==> src/rtl/cpu_pkg.sv <==
// Shared CPU datapath definitions: fetch FSM encoding and default bus widths.
package cpu_pkg;

    localparam int CPU_ADDR_W = 16;
    localparam int CPU_DATA_W = 16;

    typedef enum logic [2:0] {
        ST_IDLE  = 3'd0,
        ST_REQ   = 3'd1,
        ST_WAIT  = 3'd2,
        ST_OUT   = 3'd3,
        ST_DRAIN = 3'd4
    } fetch_state_e;

endpackage

==> src/rtl/fetch_pc_pc_reg.sv <==
// Program counter register: load beats increment, otherwise hold.
module pc_reg
    import cpu_pkg::*;
#(
    parameter int                ADDR_W   = CPU_ADDR_W,
    parameter logic [ADDR_W-1:0] RESET_PC = '0
) (
    input  logic              clk,
    input  logic              rst_n,
    input  logic              load,
    input  logic [ADDR_W-1:0] load_pc,
    input  logic              inc,
    output logic [ADDR_W-1:0] pc
);

    logic [ADDR_W-1:0] pc_d;
    logic [ADDR_W-1:0] pc_q;

    // Next PC: redirect target, sequential successor (wraps naturally), or hold.
    always_comb begin
        pc_d = pc_q;
        if (load) begin
            pc_d = load_pc;
        end else if (inc) begin
            pc_d = pc_q + ADDR_W'(1);
        end
    end

    // PC register with synchronous active-low reset.
    always_ff @(posedge clk) begin
        if (!rst_n) begin
            pc_q <= RESET_PC;
        end else begin
            pc_q <= pc_d;
        end
    end

    assign pc = pc_q;

endmodule

==> src/rtl/fetch_pc.sv <==
// Instruction-fetch front end: one outstanding imem read, valid/ready to decode,
// redirects squash any fetch they make obsolete.
//
// state    | meaning
// ---------+-----------------------------------------------------------
// ST_IDLE  | one cycle after reset, nothing issued
// ST_REQ   | presenting read of pc to instruction memory
// ST_WAIT  | request accepted, awaiting its response
// ST_OUT   | instruction and its pc offered to decode
// ST_DRAIN | accepted request is stale; swallow its response
module fetch_pc
    import cpu_pkg::*;
#(
    parameter int                ADDR_W   = CPU_ADDR_W,
    parameter int                DATA_W   = CPU_DATA_W,
    parameter logic [ADDR_W-1:0] RESET_PC = '0
) (
    input  logic              clk,
    input  logic              rst_n,
    output logic              imem_req_valid,
    input  logic              imem_req_ready,
    output logic [ADDR_W-1:0] imem_req_addr,
    input  logic              imem_resp_valid,
    input  logic [DATA_W-1:0] imem_resp_data,
    output logic              out_valid,
    input  logic              out_ready,
    output logic [DATA_W-1:0] out_instr,
    output logic [ADDR_W-1:0] out_pc,
    input  logic              redirect_valid,
    input  logic [ADDR_W-1:0] redirect_pc
);

    fetch_state_e      state_d, state_q;
    logic [DATA_W-1:0] instr_d, instr_q;
    logic [ADDR_W-1:0] opc_d, opc_q;
    logic [ADDR_W-1:0] pc;
    logic              pc_inc;

    // Advance only on a completed transfer that is not overridden by a redirect.
    assign pc_inc = (state_q == ST_OUT) && out_ready && !redirect_valid;

    pc_reg #(
        .ADDR_W   (ADDR_W),
        .RESET_PC (RESET_PC)
    ) u_pc_reg (
        .clk     (clk),
        .rst_n   (rst_n),
        .load    (redirect_valid),
        .load_pc (redirect_pc),
        .inc     (pc_inc),
        .pc      (pc)
    );

    // Next-state logic; a redirect outranks every other event in each state.
    always_comb begin
        state_d = state_q;
        case (state_q)
            ST_IDLE:  state_d = ST_REQ;
            ST_REQ:   if (imem_req_ready) state_d = redirect_valid ? ST_DRAIN : ST_WAIT;
            ST_WAIT: begin
                if (imem_resp_valid)     state_d = redirect_valid ? ST_REQ : ST_OUT;
                else if (redirect_valid) state_d = ST_DRAIN;
            end
            ST_OUT:   if (redirect_valid || out_ready) state_d = ST_REQ;
            ST_DRAIN: if (imem_resp_valid) state_d = ST_REQ;
            default:  state_d = ST_IDLE;
        endcase
    end

    // Capture the response with the pc that fetched it, unless it is being squashed.
    always_comb begin
        instr_d = instr_q;
        opc_d   = opc_q;
        if ((state_q == ST_WAIT) && imem_resp_valid && !redirect_valid) begin
            instr_d = imem_resp_data;
            opc_d   = pc;
        end
    end

    // FSM and capture registers with synchronous active-low reset.
    always_ff @(posedge clk) begin
        if (!rst_n) begin
            state_q <= ST_IDLE;
            instr_q <= '0;
            opc_q   <= '0;
        end else begin
            state_q <= state_d;
            instr_q <= instr_d;
            opc_q   <= opc_d;
        end
    end

    assign imem_req_valid = (state_q == ST_REQ);
    assign imem_req_addr  = pc;
    assign out_valid      = (state_q == ST_OUT);
    assign out_instr      = instr_q;
    assign out_pc         = opc_q;

endmodule

==> config.mk <==
export PLATFORM = sky130hd
export DESIGN_NAME = fetch_pc
export DESIGN_NICKNAME = d
export VERILOG_FILES = /design/src/rtl/cpu_pkg.sv /design/src/rtl/fetch_pc_pc_reg.sv /design/src/rtl/fetch_pc.sv
export SDC_FILE = /design/constraint.sdc
export NUM_CORES = 1
export LEC_CHECK = 0
export BUFFER_PORTS_ARGS = -buffer_cell sky130_fd_sc_hd__buf_4
export CAP_MARGIN = 40
export CORE_UTILIZATION = 50
export DETAILED_ROUTE_END_ITERATION = 8
export PLACE_DENSITY = 0.81
export RECOVER_POWER = 25
export SYNTH_ARGS = -nofsm -noshare
export SYNTH_HDL_FRONTEND = slang
export SYNTH_SLANG_ARGS = --single-unit
==> constraint.sdc <==
create_clock -name clk -period 4.6 [get_ports clk]
set_input_delay 0.46 -clock clk [delete_from_list [all_inputs] [get_ports clk]]
set_output_delay 0.46 -clock clk [all_outputs]
set_load 0.05 [all_outputs]
Yosys cells after proc, flatten, opt, wreduce, memory -nomap -nowiden
Cells that the tools add are included.
{"block": "word_totals", "reg_bits": 51, "output_inout_bits": 50, "wordCells": 32}
{"block": "classes", "add_sub_neg": 1, "eq_ne": 8, "n_mux": 10, "reduce_logical": 9}
{"operator": "$mux W16", "count": 2}
{"operator": "$mux W3", "count": 6}
{"operator": "$add A16 B1 Y16 const B", "count": 1}
{"operator": "$pmux W3 S5", "count": 1}
{"operator": "$eq A3 B2 Y1 const B", "count": 2}
{"operator": "$logic_and A1 B1 Y1", "count": 4}
{"operator": "$ne A2 B1 Y1 const B", "count": 2}
{"operator": "$reduce_and A4 Y1", "count": 1}
{"operator": "$eq A3 B1 Y1 const B", "count": 1}
{"operator": "$eq A3 B3 Y1 const B", "count": 1}
{"operator": "$logic_not A3 Y1", "count": 1}
{"operator": "$ne A3 B3 Y1 const B", "count": 1}
{"operator": "$mux W2", "count": 1}
{"operator": "$ne A2 B2 Y1 const B", "count": 1}
{"operator": "$reduce_bool A2 Y1", "count": 1}
{"operator": "$logic_not A1 Y1", "count": 1}
{"operator": "$logic_or A1 B1 Y1", "count": 1}

Depth between registers and ports, before layout
{"block": "depth", "depth_word": 5, "mapped_depth": 7, "ltp_nobuf": 5}

By module
A second synthesis with hierarchy kept.
{"block": "hier_totals", "hier_cells": 274, "hier_area_um2": 2363.5}
{"mod": "fetch_pc", "n_inst": 1, "cells_each": 175, "area_per_inst_um2": 1443.9, "seq_area_each_um2": 700.7}
{"mod": "pc_reg", "n_inst": 1, "cells_each": 99, "area_per_inst_um2": 919.6, "seq_area_each_um2": 320.3}

Worst setup path before layout
OpenSTA, ideal clock, no wires.
{"block": "synth_path", "path_kind": "reg-to-output", "from": "register state_q[1]", "to": "output imem_req_valid", "t_arrival_ns": 1.673, "path_slack_ns": 2.467, "path_stages_with_launch": 3, "path_cell_list": "dfxtp_1 clkbuf_1 nor3b_1"}
{"block": "synth_between", "elab_chain_cells": 1}
{"element": "from (decl)", "line": "fetch_pc.sv:33", "rtl": "fetch_state_e state_d, state_q;"}
{"element": "from (signal assigned)", "line": "fetch_pc.sv:87", "rtl": "state_q <= state_d;"}
{"element": "$eq A3 B1 Y1", "line": "fetch_pc.sv:93", "rtl": "assign imem_req_valid = (state_q == ST_REQ);"}
{"element": "to (decl)", "line": "fetch_pc.sv:20", "rtl": "output logic imem_req_valid,"}
No other way between the ends.

Worst setup path after layout
{"block": "layout_path", "from": "register state_q[1]", "to": "register u_pc_reg.pc_q[11] (netlist: u_pc_reg.pc[11])"}
{"block": "layout_between", "elab_chain_cells": 4}
{"element": "$eq A3 B2 Y1", "line": "fetch_pc.sv:40", "rtl": "assign pc_inc = (state_q == ST_OUT) && out_ready && !redirect_valid;"}
{"element": "$logic_and A1 B1 Y1 (2 in series)", "line": "fetch_pc.sv:40"}
{"element": "$reduce_bool A2 Y1 (no line)"}
{"element": "to (signal assigned)", "line": "fetch_pc_pc_reg.sv:34", "rtl": "pc_q <= pc_d;"}
{"element": "to (decl)", "line": "fetch_pc_pc_reg.sv:17", "rtl": "logic [ADDR_W-1:0] pc_q;"}
No other way between the ends.
A chain may end at the register's enable or synchronous reset.

==> flow_summary_export.csv <==
group,metric,value,unit
yosys,syn_area_per_cell,8.338,um2
detailed_routing,route.detailed.drc,0,
yosys,synth_fp_nets,313,
detailed_routing,routedWlPerCell,13.33,um
placement,gp_congestion,0.8876,
grt,grt_pass1_vias,2083,
yosys,yosys-top-cells-count,"nand2_1 (72), dfxtp_1 (51), a21boi_0 (32)",
timing,fmax,533.9,MHz
yosys,synthMuxAreaShare,0.4929,%
cells_and_area,n_fill_cell,421,
yosys,synthCells,274,
yosys,synth-edff-count,0,
die,die_h,69.60,um
clock_network,ctsRootBufferMaster,"clkbuf_8",
yosys,synth_xor_area_share,4.217,%
timing,setup_tns,0,ns
cells_and_area,diodes,0,
die,rows,24,
cells_and_area,drive_gt1_share,22.44,%
clock_network,cts_tree,"built",
critical_path,required,4.83,ns
critical_path,cp_max_fo,12,
timing,rsz0062_at_grt,"no",
detailed_routing,vias_per_cell,5.329,
detailed_routing,wl_met3,280,um
yosys,synth_top_cell_area_share,44.69,%
cells_and_area,area_delta_synth_final,31.22,%
grt,grt_overflow,0,
grt,grt_max_degree,56,
critical_path,arrival,2.10,ns
grt,grt_pass1_wl,9066,um
clock_network,clkSinkCount,51,
yosys,async_flop_share,0,%
yosys,syn_area,0.002285,mm2
detailed_routing,routed.top_layer,"met4",
power_and_ir_drop,irDropWorstVdd,0.0001323,V
yosys,synth-simple-area-share,26.51,%
yosys,synth_top_area_cell,"dfxtp_1",
detailed_routing,via_count,2153,
die,die_area,0.004843,mm2
yosys,synth_top_family_by_area,"simple AND/OR/NAND/NOR gates",
critical_path,crit_type,"flip-flop to flip-flop",
die,io_pins,88,
detailed_routing,drt-total-wl,5385,um
clock_network,cts_hold_buf,0,
detailed_routing,wl_met2,2695,um
run,drv_cap,0,
detailed_routing,drt.antenna.violating_nets,0,
clock_network,clockBufferDepth,2,
clock_network,cts-buffers-inserted,5,
clock_network,clkTransAtPathRegs,0.09,ns
die,initial_core_util,52.11,%
detailed_routing,drtIter0Drc,96,
yosys,synthAdderAreaFrac,0.5476,%
timing,final-setup-viol-count,0,
hold_path,worstHoldPathType,"input port to flip-flop",
timing,period_share,40.72,%
run_status,status,"finished clean",
placement,io_buffers,87,
critical_path,end_kind,"flip-flop",
yosys,synthDistinctLibCells,41,
clock_network,insertion_delay,0.30,ns
critical_path,startpoint_type,"flip-flop",
power_and_ir_drop,total_power,0.0009262,W
die,core,0.004384,mm2
timing,min_period,1.873,ns
yosys,synth_compound_area_share,19.44,%
yosys,ys_warn_count,0,
yosys,synth-seq-area-share,44.69,%
yosys,synth_most_common_cell,"nand2_1",
yosys,ys_ff_latch,51,
clock_network,cts_resized,0,
yosys,synth_area_leaders,"dfxtp_1 (45%), nand2_1 (12%), a21boi_0 (11%)",
die,die_w,69.60,um
timing,worstMarginPinSlew,0.6903,ns
grt,grtUsageTotal,23.16,%
detailed_routing,drt-met1-wl,2291,um
clock_network,post-cts-setup-buffer-count,0,
clock_network,htree_levels,2,
placement,post-dp-hpwl,3812,um
grt,antenna_found_initial,0,
power_and_ir_drop,powerDensity,308.9,mW/mm2
detailed_routing,drt-pass1-iter-count,4,
timing,fin_skew,0.008024,ns
yosys,ys.flop_type,"dfxtp_1",
power_and_ir_drop,leakagePower,1.193,nW
timing,slew_headroom,53.70,%
timing,final_hold_viol_count,0,
timing,maxSlewViolCount,0,
cells_and_area,fin_nets,390,
==> per-layer routing <==
metal	vias to the layer above	global-route usage, %
met1	979	26.76
li1	1091	-
met3	11	4.797
met5	-	0
met2	72	40.56
met4	0	11.11
==> report_power, final <==
part           total [W]  internal [W]  leakage (nW)  switching (W)
Sequential      0.000476      0.000454         0.415      0.0000219
Clock           0.000318      0.000176        0.0612       0.000142
Combinational   0.000132     0.0000551         0.717      0.0000772
==> metrics by stage <==
step | instances | setup slack (ns) | hold WS, ns | utilization [%] | area [um2]
floorplan | 274 | 2.467 | 0.5926 | - | 2285
global route | 404 | 2.561 | 0.3885 | 68.38 | 2998
global placement | 394 | 2.506 | 0.4508 | 66.70 | 2924
CTS | 404 | 2.717 | 0.3754 | 70.35 | 3084
detailed placement | 396 | 2.734 | 0.4572 | 67.67 | 2967
finish | 404 | 2.727 | 0.3857 | 68.38 | 2998
==> worst max-delay path: stages, from the launching register on <==
cell and delay [ns]:
dfxtp_1 0.55, nand4b_4 0.26, or3_1 0.44, or4_1 0.40, a31oi_1 0.16
==> cell type report <==
type	instances	area [um2]	area share, %
clock inverter	2	35.03	1.169
tap	52	65.06	2.170
sequential	51	1021	34.06
timing repair buffer	89	609.3	20.33
multi-input combinational	200	1170	39.02
inverter	4	15.01	0.5008
clock buffer	6	82.58	2.755
==> cells by family (layout without fill, tap and decap cells) <==
logic type	Yosys count	in the layout
adder cells (fa/ha/maj)	1	1
AND/OR/NAND/NOR	121	121
flip-flops	51	51
multiplexers	1	1
XOR/XNOR	11	11
AO/OA/AOI/OAI	66	66
buffers and inverters	23	101
==> cell usage in the layout (no fill, tap or decap), drive strengths merged, types with 7 or more instances in the layout <==
cell	count
nand2	72
buf	66
dfxtp	51
a21boi	32
clkbuf	29
a21oi	12
o21ai	11
xnor2	9
nand3	7
nor3	7
==> final timing paths <==
check | start | end | slack, ns | cells after the start
min reg2reg | out_instr[3] | out_instr[3] | 0.46 | 2
min | redirect_pc[0] | u_pc_reg.pc[0] | 0.39 | 2
max reg2reg | state_q[1] | u_pc_reg.pc[11] | 2.73 | 4
max | state_q[1] | u_pc_reg.pc[11] | 2.73 | 4
(Power assumes the default switching activity.)
